File: src/rtl/sha256_msg_sched.sv
// SHA-256 message schedule generator: collects 16 message words, then streams W[0..63]
// by sliding a 16-word window one position per accepted output word.
module sha256_msg_sched (
  input  logic        clk,
  input  logic        rst,
  input  logic        in_valid,
  output logic        in_ready,
  input  logic [31:0] in_word,
  output logic        w_valid,
  input  logic        w_ready,
  output logic [31:0] w_word,
  output logic [5:0]  w_idx,
  output logic        busy,
  output logic        done
);

  typedef enum logic [1:0] {
    IDLE = 2'd0,
    LOAD = 2'd1,
    EMIT = 2'd2
  } state_t;

  state_t      state_r;
  logic [3:0]  count_r;
  logic [5:0]  t_r;
  logic [31:0] win_r [16];
  logic        in_ready_r;
  logic        w_valid_r;
  logic        busy_r;
  logic        done_r;
  logic        in_xfer_s;
  logic        w_xfer_s;
  logic [31:0] next_w_s;

  function automatic logic [31:0] sigma0(input logic [31:0] x);
    return {x[6:0], x[31:7]} ^ {x[17:0], x[31:18]} ^ {3'b000, x[31:3]};
  endfunction

  function automatic logic [31:0] sigma1(input logic [31:0] x);
    return {x[16:0], x[31:17]} ^ {x[18:0], x[31:19]} ^ {10'b00_0000_0000, x[31:10]};
  endfunction

  // Handshake qualification and the next schedule word entering the window tail.
  always_comb begin
    in_xfer_s = in_valid & in_ready_r;
    w_xfer_s  = w_valid_r & w_ready;
    next_w_s  = sigma1(win_r[14]) + win_r[9] + sigma0(win_r[1]) + win_r[0];
  end

  // Control FSM with registered handshake and status outputs.
  always_ff @(posedge clk) begin
    if (rst) begin
      state_r    <= IDLE;
      count_r    <= 4'd0;
      t_r        <= 6'd0;
      in_ready_r <= 1'b1;
      w_valid_r  <= 1'b0;
      busy_r     <= 1'b0;
      done_r     <= 1'b0;
    end else begin
      done_r <= 1'b0;
      case (state_r)
        IDLE: begin
          if (in_xfer_s) begin
            count_r <= 4'd1;
            busy_r  <= 1'b1;
            state_r <= LOAD;
          end else begin
            count_r <= 4'd0;
          end
        end
        LOAD: begin
          if (in_xfer_s) begin
            // count wraps to zero naturally on the 16th word
            count_r <= count_r + 4'd1;
            if (count_r == 4'd15) begin
              state_r    <= EMIT;
              t_r        <= 6'd0;
              in_ready_r <= 1'b0;
              w_valid_r  <= 1'b1;
            end else begin
              state_r <= LOAD;
            end
          end else begin
            state_r <= LOAD;
          end
        end
        EMIT: begin
          if (w_xfer_s) begin
            if (t_r == 6'd63) begin
              state_r    <= IDLE;
              t_r        <= 6'd0;
              count_r    <= 4'd0;
              in_ready_r <= 1'b1;
              w_valid_r  <= 1'b0;
              busy_r     <= 1'b0;
              done_r     <= 1'b1;
            end else begin
              t_r <= t_r + 6'd1;
            end
          end else begin
            t_r <= t_r;
          end
        end
        default: begin
          state_r    <= IDLE;
          count_r    <= 4'd0;
          t_r        <= 6'd0;
          in_ready_r <= 1'b1;
          w_valid_r  <= 1'b0;
          busy_r     <= 1'b0;
        end
      endcase
    end
  end

  // Message window: loaded by input transfers, slid by output transfers; contents
  // are don't-care after reset, so it carries no reset.
  always_ff @(posedge clk) begin
    if (in_xfer_s) begin
      win_r[count_r] <= in_word;
    end else if (w_xfer_s) begin
      for (int i = 0; i < 15; i++) begin
        win_r[i] <= win_r[i+1];
      end
      win_r[15] <= next_w_s;
    end else begin
      win_r[0] <= win_r[0];
    end
  end

  assign in_ready = in_ready_r;
  assign w_valid  = w_valid_r;
  assign w_word   = win_r[0];
  assign w_idx    = t_r;
  assign busy     = busy_r;
  assign done     = done_r;

endmodule
File: config.mk
export PLATFORM = sky130hd
export DESIGN_NAME = sha256_msg_sched
export DESIGN_NICKNAME = d
export VERILOG_FILES = /design/src/rtl/sha256_msg_sched.sv
export SDC_FILE = /design/constraint.sdc
export NUM_CORES = 1
export LEC_CHECK = 0
export ABC_AREA = 1
export CAP_MARGIN = 20
export CORE_ASPECT_RATIO = 0.75
export CORE_MARGIN = 4
export CORE_UTILIZATION = 56
export DETAILED_ROUTE_END_ITERATION = 16
export PLACE_DENSITY = 0.76
export RECOVER_POWER = 50
export SLEW_MARGIN = 20
export SYNTH_ARGS = -nofsm -noshare
export SYNTH_HDL_FRONTEND = slang
export SYNTH_SLANG_ARGS = --single-unit
File: constraint.sdc
create_clock -name clk -period 3.5 [get_ports clk]
set_clock_uncertainty 0.1 [all_clocks]
set_input_delay 0.525 -clock clk [delete_from_list [all_inputs] [get_ports clk]]
set_output_delay 0.525 -clock clk [all_outputs]
set_load 0.01 [all_outputs]
==> out/qor.csv, run 1 <==
metric;value;unit
track_usage;0.303;
hold_buffers;0;
p_leak;13.4;nW
postSynthAreaPerCell;9.90;um2
fp.dieW;257;um
synth_top_family_by_area;simple AND/OR/NAND/NOR gates;
combinationalPowerShare;0.240;
ys_warn_count;0;
via_per_inst;5.56;
ys_seq_area_frac;0.604;
start_util;0.566;
drtIter0Drc;2455;
globalplace.congestion;1.01;
start_kind;flop;
end_kind;flop;
hold_slack;386;ps
yosys.area_share.simple;0.203;
synth-async-reset-ratio;0;
antenna_left;0;
slew_violations;228;
grt_pass1_wl;115000;um
switchingPower;4.91;mW
grt_max_degree;227;
vias;19600;
post-synth-top-count-cell;nand2_1;
synthTopCellsByArea;edfxtp_1 59%, nand2_1 17%, fa_1 4.8%;
grt_pass1_vias;18900;
powerDensity;514;mW/mm2
clkLatencyLatePin;620;ps
synth_compound_area_frac;0.0215;
min_period;3950;ps
syn_inst;2625;
maxCapViolations;2;
rows;68;
wirelength;77200;um
cp_cell_sequence;buf_6, xnor2_2, xor2_1, inv_1, fa_1, inv_2, fa_1, inv_2, ha_4, buf_12, nand2_4, nand3_4, nand2_2, nand2_2, nand2_2, nand2_4, or2_4, nand3_2, nand2_2;
p_seq_frac;0.428;
netlist_area;0.0260;mm2
die_area;0.0499;mm2
clockBufferDepth;3;
slew_headroom;-0.594;
synth_common_cells;1207 x nand2_1, 512 x edfxtp_1, 315 x inv_1;
worstSetupPathType;flop to flop;
worstHoldPathType;flop to flop;
core_area;0.0459;mm2
grt_overflow_total;0;
synth_mux_area_frac;0;
cts.sinks;528;
internal_power;11.7;mW
cp.arrival;4160;ps
synth_xor_area_frac;0.0418;
rsz0062_at_grt;yes;
portBuffers;77;
place_inst;3393;
fin_crit_sh;1.13;
antenna_found_initial;2;
worst_pin_slew;2390;ps
synth-edff-count;512;
cts-root-buf;clkbuf_16;
route.detailed.drc;0;
yosys.area.top_type;edfxtp_1;
cts_tree;done;
fin_nets;3034;
crit_path_frequent_cell;nand2_2;
n_antenna_cell;0;
area_delta_synth_final;24.2;%
clock_power_share;0.332;
hpwl;53200;um
setup_slack;-450;ps
multi_input_area;0.0103;mm2
cts.clk_slew.worst_paths;70;ps
crit_path_top_delay_cell;edfxtp_1;
synthAdderAreaFrac;0.0651;
ys_ff_latch;528;
die_h;195;um
hold_viol;0;
final_cells;3534;
fillers;3323;
seqCellArea;0.0157;mm2
dr.pass1.iters;5;
power.share.switching;0.296;
final-setup-viol-count;28;
wl_per_cell;21.9;um
fmax;253;MHz
h-tree-depth;2;
failed_checks;capacitance limit, slew limit, setup timing;
cts_buffers;52;
slowest_delay;550;ps
synth.distinct_cells;35;
outcome;complete, but fails checks;
synth.top_cell.area_share;0.592;
cp.required;3710;ps
ys.flop_type;edfxtp_1;
syn_nets;2759;
io-pin-count;78;
drive_gt1_frac;0.206;
max-vdd-ir-drop;0.000376;V
worstPathMaxFanout;3;
[layout make-up]
cell class,instances,area share
Inverter,322,0.0377
Tap cell,595,0.0231
Timing Repair Buffer,317,0.0846
Clock buffer,64,0.0424
Sequential cell,528,0.486
Multi-Input combinational cell,1679,0.318
Clock inverter,29,0.00814
[flip-flops by register name, summed over array words and instances (netlist names)]
name and count:
count_r 4, done 1, w_valid 1, busy 1, win_r 512, state_r 2, in_ready 1, w_idx 6
[what timing repair did]
action	in CTS	in global routing
gates resized for setup	220	167
cloned	0	0
pin swaps	92	77
buffers inserted	38	17
setup endpoints to repair	29	28
[metal layers]
| metal | wire length (um) | up-vias | global-route usage |
|---|---|---|---|
| met1 | 32700 | 9692 | 0.470 |
| li1 | - | 8811 | - |
| met5 | 0 | - | 0 |
| met4 | 1700 | 0 | 0.0630 |
| met3 | 9190 | 107 | 0.0632 |
| met2 | 33600 | 1036 | 0.448 |
[power groups by stage]
stage	clock, mW	combinational, mW	sequential (mW)
6_report	5.51	3.98	7.10
5_1_grt	5.81	4.28	7.10
4_1_cts	5.54	3.37	7.09
3_5_place_dp	0	2.69	7.23
3_3_place_gp	0	2.65	7.23
2_1_floorplan	0	1.52	7.22
[worst max-delay path: cells and delay by family (launching register included)]
kind | cells | cell delay, ps
adders and majority gates | 3 | 1260
buffers and inverters | 5 | 500
and+or+nand+nor | 9 | 890
xor gates and xnor gates | 2 | 330
DFF | 1 | 550
[cells by family (layout without fill, tap and decap cells)]
family / Yosys count / count (layout)
adder cells (fa/ha/maj): 98 / 98
XOR/XNOR: 124 / 124
buffers and inverters: 418 / 732
AO/OA/AOI/OAI: 101 / 101
AND/OR/NAND/NOR: 1356 / 1356
flip-flops: 528 / 528
[per-stage QoR]
step	util	worst slack (ps)	area [um2]	TNS, ps	total power, mW
after floorplan	-	-172	26000	-66150	8.73
after global placement	0.625	-684	28700	-13670	9.88
after detailed placement	0.627	-709	28800	-13480	9.92
after CTS	0.689	-380	31700	-7290	16.0
after global routing	0.703	-553	32300	-15580	17.2
final	0.703	-450	32300	-9630	16.6
[placed cells by master, fill, tap and decap left out, types with 8 or more instances in the layout]
cell and instances:
nand3_4 9, nor2_1 33, xor2_2 8, fa_1 59, clkinv_1 9, clkbuf_16 53, o21ai_0 33, clkbuf_1 21
o21ai_4 9, nand2_1 1126, nand2_2 63, dfxtp_1 16, nor2_2 8, xnor2_2 24, dlygate4sd3_1 34, clkdlybuf4s50_1 43
clkinv_2 8, nand3_1 30, xnor2_1 28, nand3_2 9, o21ai_2 8, nor2_4 23, inv_2 39, ha_1 9
ha_4 25, xor2_1 60, buf_6 30, edfxtp_1 512, buf_4 187, a21oi_2 14, inv_1 280, nand2_4 30
a21oi_1 14
[worst paths after layout]
path                                 endpoint  cells after the start  slack, ps         from
worst max-delay path            win_r[15][16]                     19       -450  win_r[1][6]
worst min-delay path                     busy                      2        390         busy
worst max register to register  win_r[15][16]                     19       -450  win_r[1][6]
worst min register to register           busy                      2        390         busy
Power figures use the tool's default switching activity.
==> run 2, diff against run 1 <==
- GPL_ROUTABILITY_DRIVEN: default -> 0
==> run 2 against run 1 <==
Effect of this change: the run ends with setup timing left; total power rose by 0.39%; setup slack worse by 210 ps; count of clock-buffer cells in the layout increased by 3; final cell count shrank 0.91%; non-clock buffer count shrank 29; core utilization down 0.18 points; worst hold slack about the same; combinational power increased by 7.8%; flip-flop and latch count stayed put; sequential power is essentially flat; critical path depth unchanged; via count is 5.9% higher.
==> out/qor.csv, run 2 (synthesis gave the netlist of run 1 again) <==
metric;value;unit;change
grt_pass1_wl;114000;um;was 115000 um
cp.arrival;4360;ps;was 4160 ps
portBuffers;77;;unchanged
maxCapViolations;0;;was 2
reg2regPathDepth;19;;unchanged
hold_viol;0;;unchanged
min_period;4160;ps;was 3950 ps
via_per_inst;5.94;;was 5.56
end_kind;flop;;unchanged
route.detailed.drc;0;;unchanged
start_util;0.566;;unchanged
final_common_cell;nand2_1;;unchanged
top_register;win_r;;unchanged
largest_reg_flops;512;;unchanged
powerDensity;517;mW/mm2;was 514 mW/mm2
fin_nets;3003;;was 3034
fin_tns_setup;-11640;ps;was -9630 ps
wl_per_cell;23.3;um;was 21.9 um
worstPathMaxFanout;4;;was 3
antenna_left;0;;unchanged
p_leak;13.3;nW;was 13.4 nW
grt_overflow_total;0;;unchanged
final_area;0.0322;mm2;was 0.0323 mm2
grt_pass1_vias;19400;;was 18900
cts-root-buf;clkbuf_16;;unchanged
fin_util;0.701;;was 0.703
cp.required;3700;ps;was 3710 ps
grt_max_degree;201;;was 227
most-common-layout-cells;1112 x nand2_1, 512 x edfxtp_1, 279 x inv_1;;was 1126 x nand2_1, 512 x edfxtp_1, 280 x inv_1
io-pin-count;78;;unchanged
worstSetupPathType;flop to flop;;unchanged
worst_pin_slew;1100;ps;was 2390 ps
antenna_found_initial;1;;was 2
drtIter0Drc;3093;;was 2455
start_kind;flop;;unchanged
clockBufferDepth;3;;unchanged
worstHoldPathType;flop to flop;;unchanged
crit_path_end;win_r[15][19];;was win_r[15][16]
dp_slack;-675;ps;was -709 ps
failed_checks;setup timing;;was capacitance limit, slew limit, setup timing
vias;20800;;was 19600
wirelength;81500;um;was 77200 um
fp.dieW;257;um;unchanged
fin_crit_sh;1.19;;was 1.13
r2r-start;win_r[1][28];;was win_r[1][6]
cp-startpoint;win_r[1][28];;was win_r[1][6]
total_power;16.7;mW;was 16.6 mW
die_h;195;um;unchanged
cts.clk_slew.worst_paths;70;ps;about the same
h-tree-depth;2;;unchanged
cts.sinks;528;;unchanged
place_area;0.0285;mm2;was 0.0288 mm2
track_usage;0.298;;was 0.303
drive_gt1_frac;0.207;;was 0.206
hold_buffers;0;;unchanged
fillers;2966;;was 3323
slew_violations;0;;was 228
area_delta_synth_final;23.9;%;was 24.2%
cts_tree;done;;unchanged
max-vdd-ir-drop;0.000410;V;was 0.000376 V
cts_buffers;50;;was 52
reg2reg_slack;-660;ps;was -450 ps
outcome;complete, but fails checks;;unchanged
clkLatencyLatePin;620;ps;about the same
final-setup-viol-count;29;;was 28
rsz0062_at_grt;yes;;unchanged
fmax;241;MHz;was 253 MHz
r2r-end;win_r[15][19];;was win_r[15][16]
dr.pass1.iters;7;;was 5
core_area;0.0459;mm2;unchanged
slew_headroom;0.262;;was -0.594
die_area;0.0499;mm2;unchanged
rows;68;;unchanged
hpwl;50900;um;was 53200 um
setup_slack;-656;ps;was -450 ps
==> run 2: cell count changes in the layout (fill, tap and decap cells not counted), sizes merged, moves of 4 or more <==
cell	previous run	this run
clkdlybuf4s50	43	77
dlygate4sd3	34	0
buf	224	210
clkbuf	80	68
clkinv	21	17
==> run 2: stage by stage <==
stage,hold slack [ps],instances
after floorplan,383,2625
after global placement,367,3361
after detailed placement,364,3363
after CTS,392,3478
after global routing,395,3500
final,386,3502
==> run 2: what timing repair did <==
action,CTS,global route
buffers inserted,29,17
setup endpoints to repair,28,29
hold endpoints to repair,0,0
pin swaps,57,94
resized for setup,195,200
==> run 2: worst max-delay path: stages, from the launching register on <==
cell,delay (ps)
edfxtp_1,480
xnor2_1,220
xor2_1,240
buf_4,190
inv_2,60
fa_1,500
inv_1,60
fa_1,520
inv_2,50
ha_4,320
nand2_8,80
buf_4,150
nor2_4,210
nand2_4,90
nand2_4,90
nand2_1,100
nand2_1,100
nand2_1,80
nand3_2,110
nand2_2,70
==> run 2: how the worst min path moves through the flow <==
stage               from    to  slack, ps  cells after the start
finish              busy  busy        390                      2
global route        busy  busy        390                      2
CTS                 busy  busy        390                      2
detailed placement  busy  busy        360                      2
global placement    busy  busy        370                      2
floorplan           busy  busy        380                      2
==> run 2: area by class of cell <==
cell class | instances | area (um2) | share of cell area
Antenna cell | 2 | 5.00 | 0.000155
Sequential cell | 528 | 15700 | 0.488
Clock buffer | 67 | 1350 | 0.0418
Tap cell | 595 | 744 | 0.0231
Multi-Input combinational cell | 1679 | 10300 | 0.321
Clock inverter | 21 | 186 | 0.00579
Timing Repair Buffer | 288 | 2660 | 0.0826
Inverter | 322 | 1220 | 0.0379
==> run 2: power breakdown <==
group / total, mW / switching [mW] / internal, mW / leakage [nW]
Sequential: 7.10 / 0.0752 / 7.02 / 4.76
Combinational: 4.29 / 2.62 / 1.67 / 7.80
Clock: 5.27 / 2.41 / 2.86 / 0.738
==> run 2: routing by layer <==
layer  vias to the layer above  routed length, um  global-route usage  share of wire
li1                       8762                  -                   -              -
met1                      9961              30100               0.424           0.37
met2                      1655              34300               0.432           0.42
met3                       421              12200              0.0963           0.15
met4                         0               4980               0.113          0.061
met5                         -                  0                   0              0
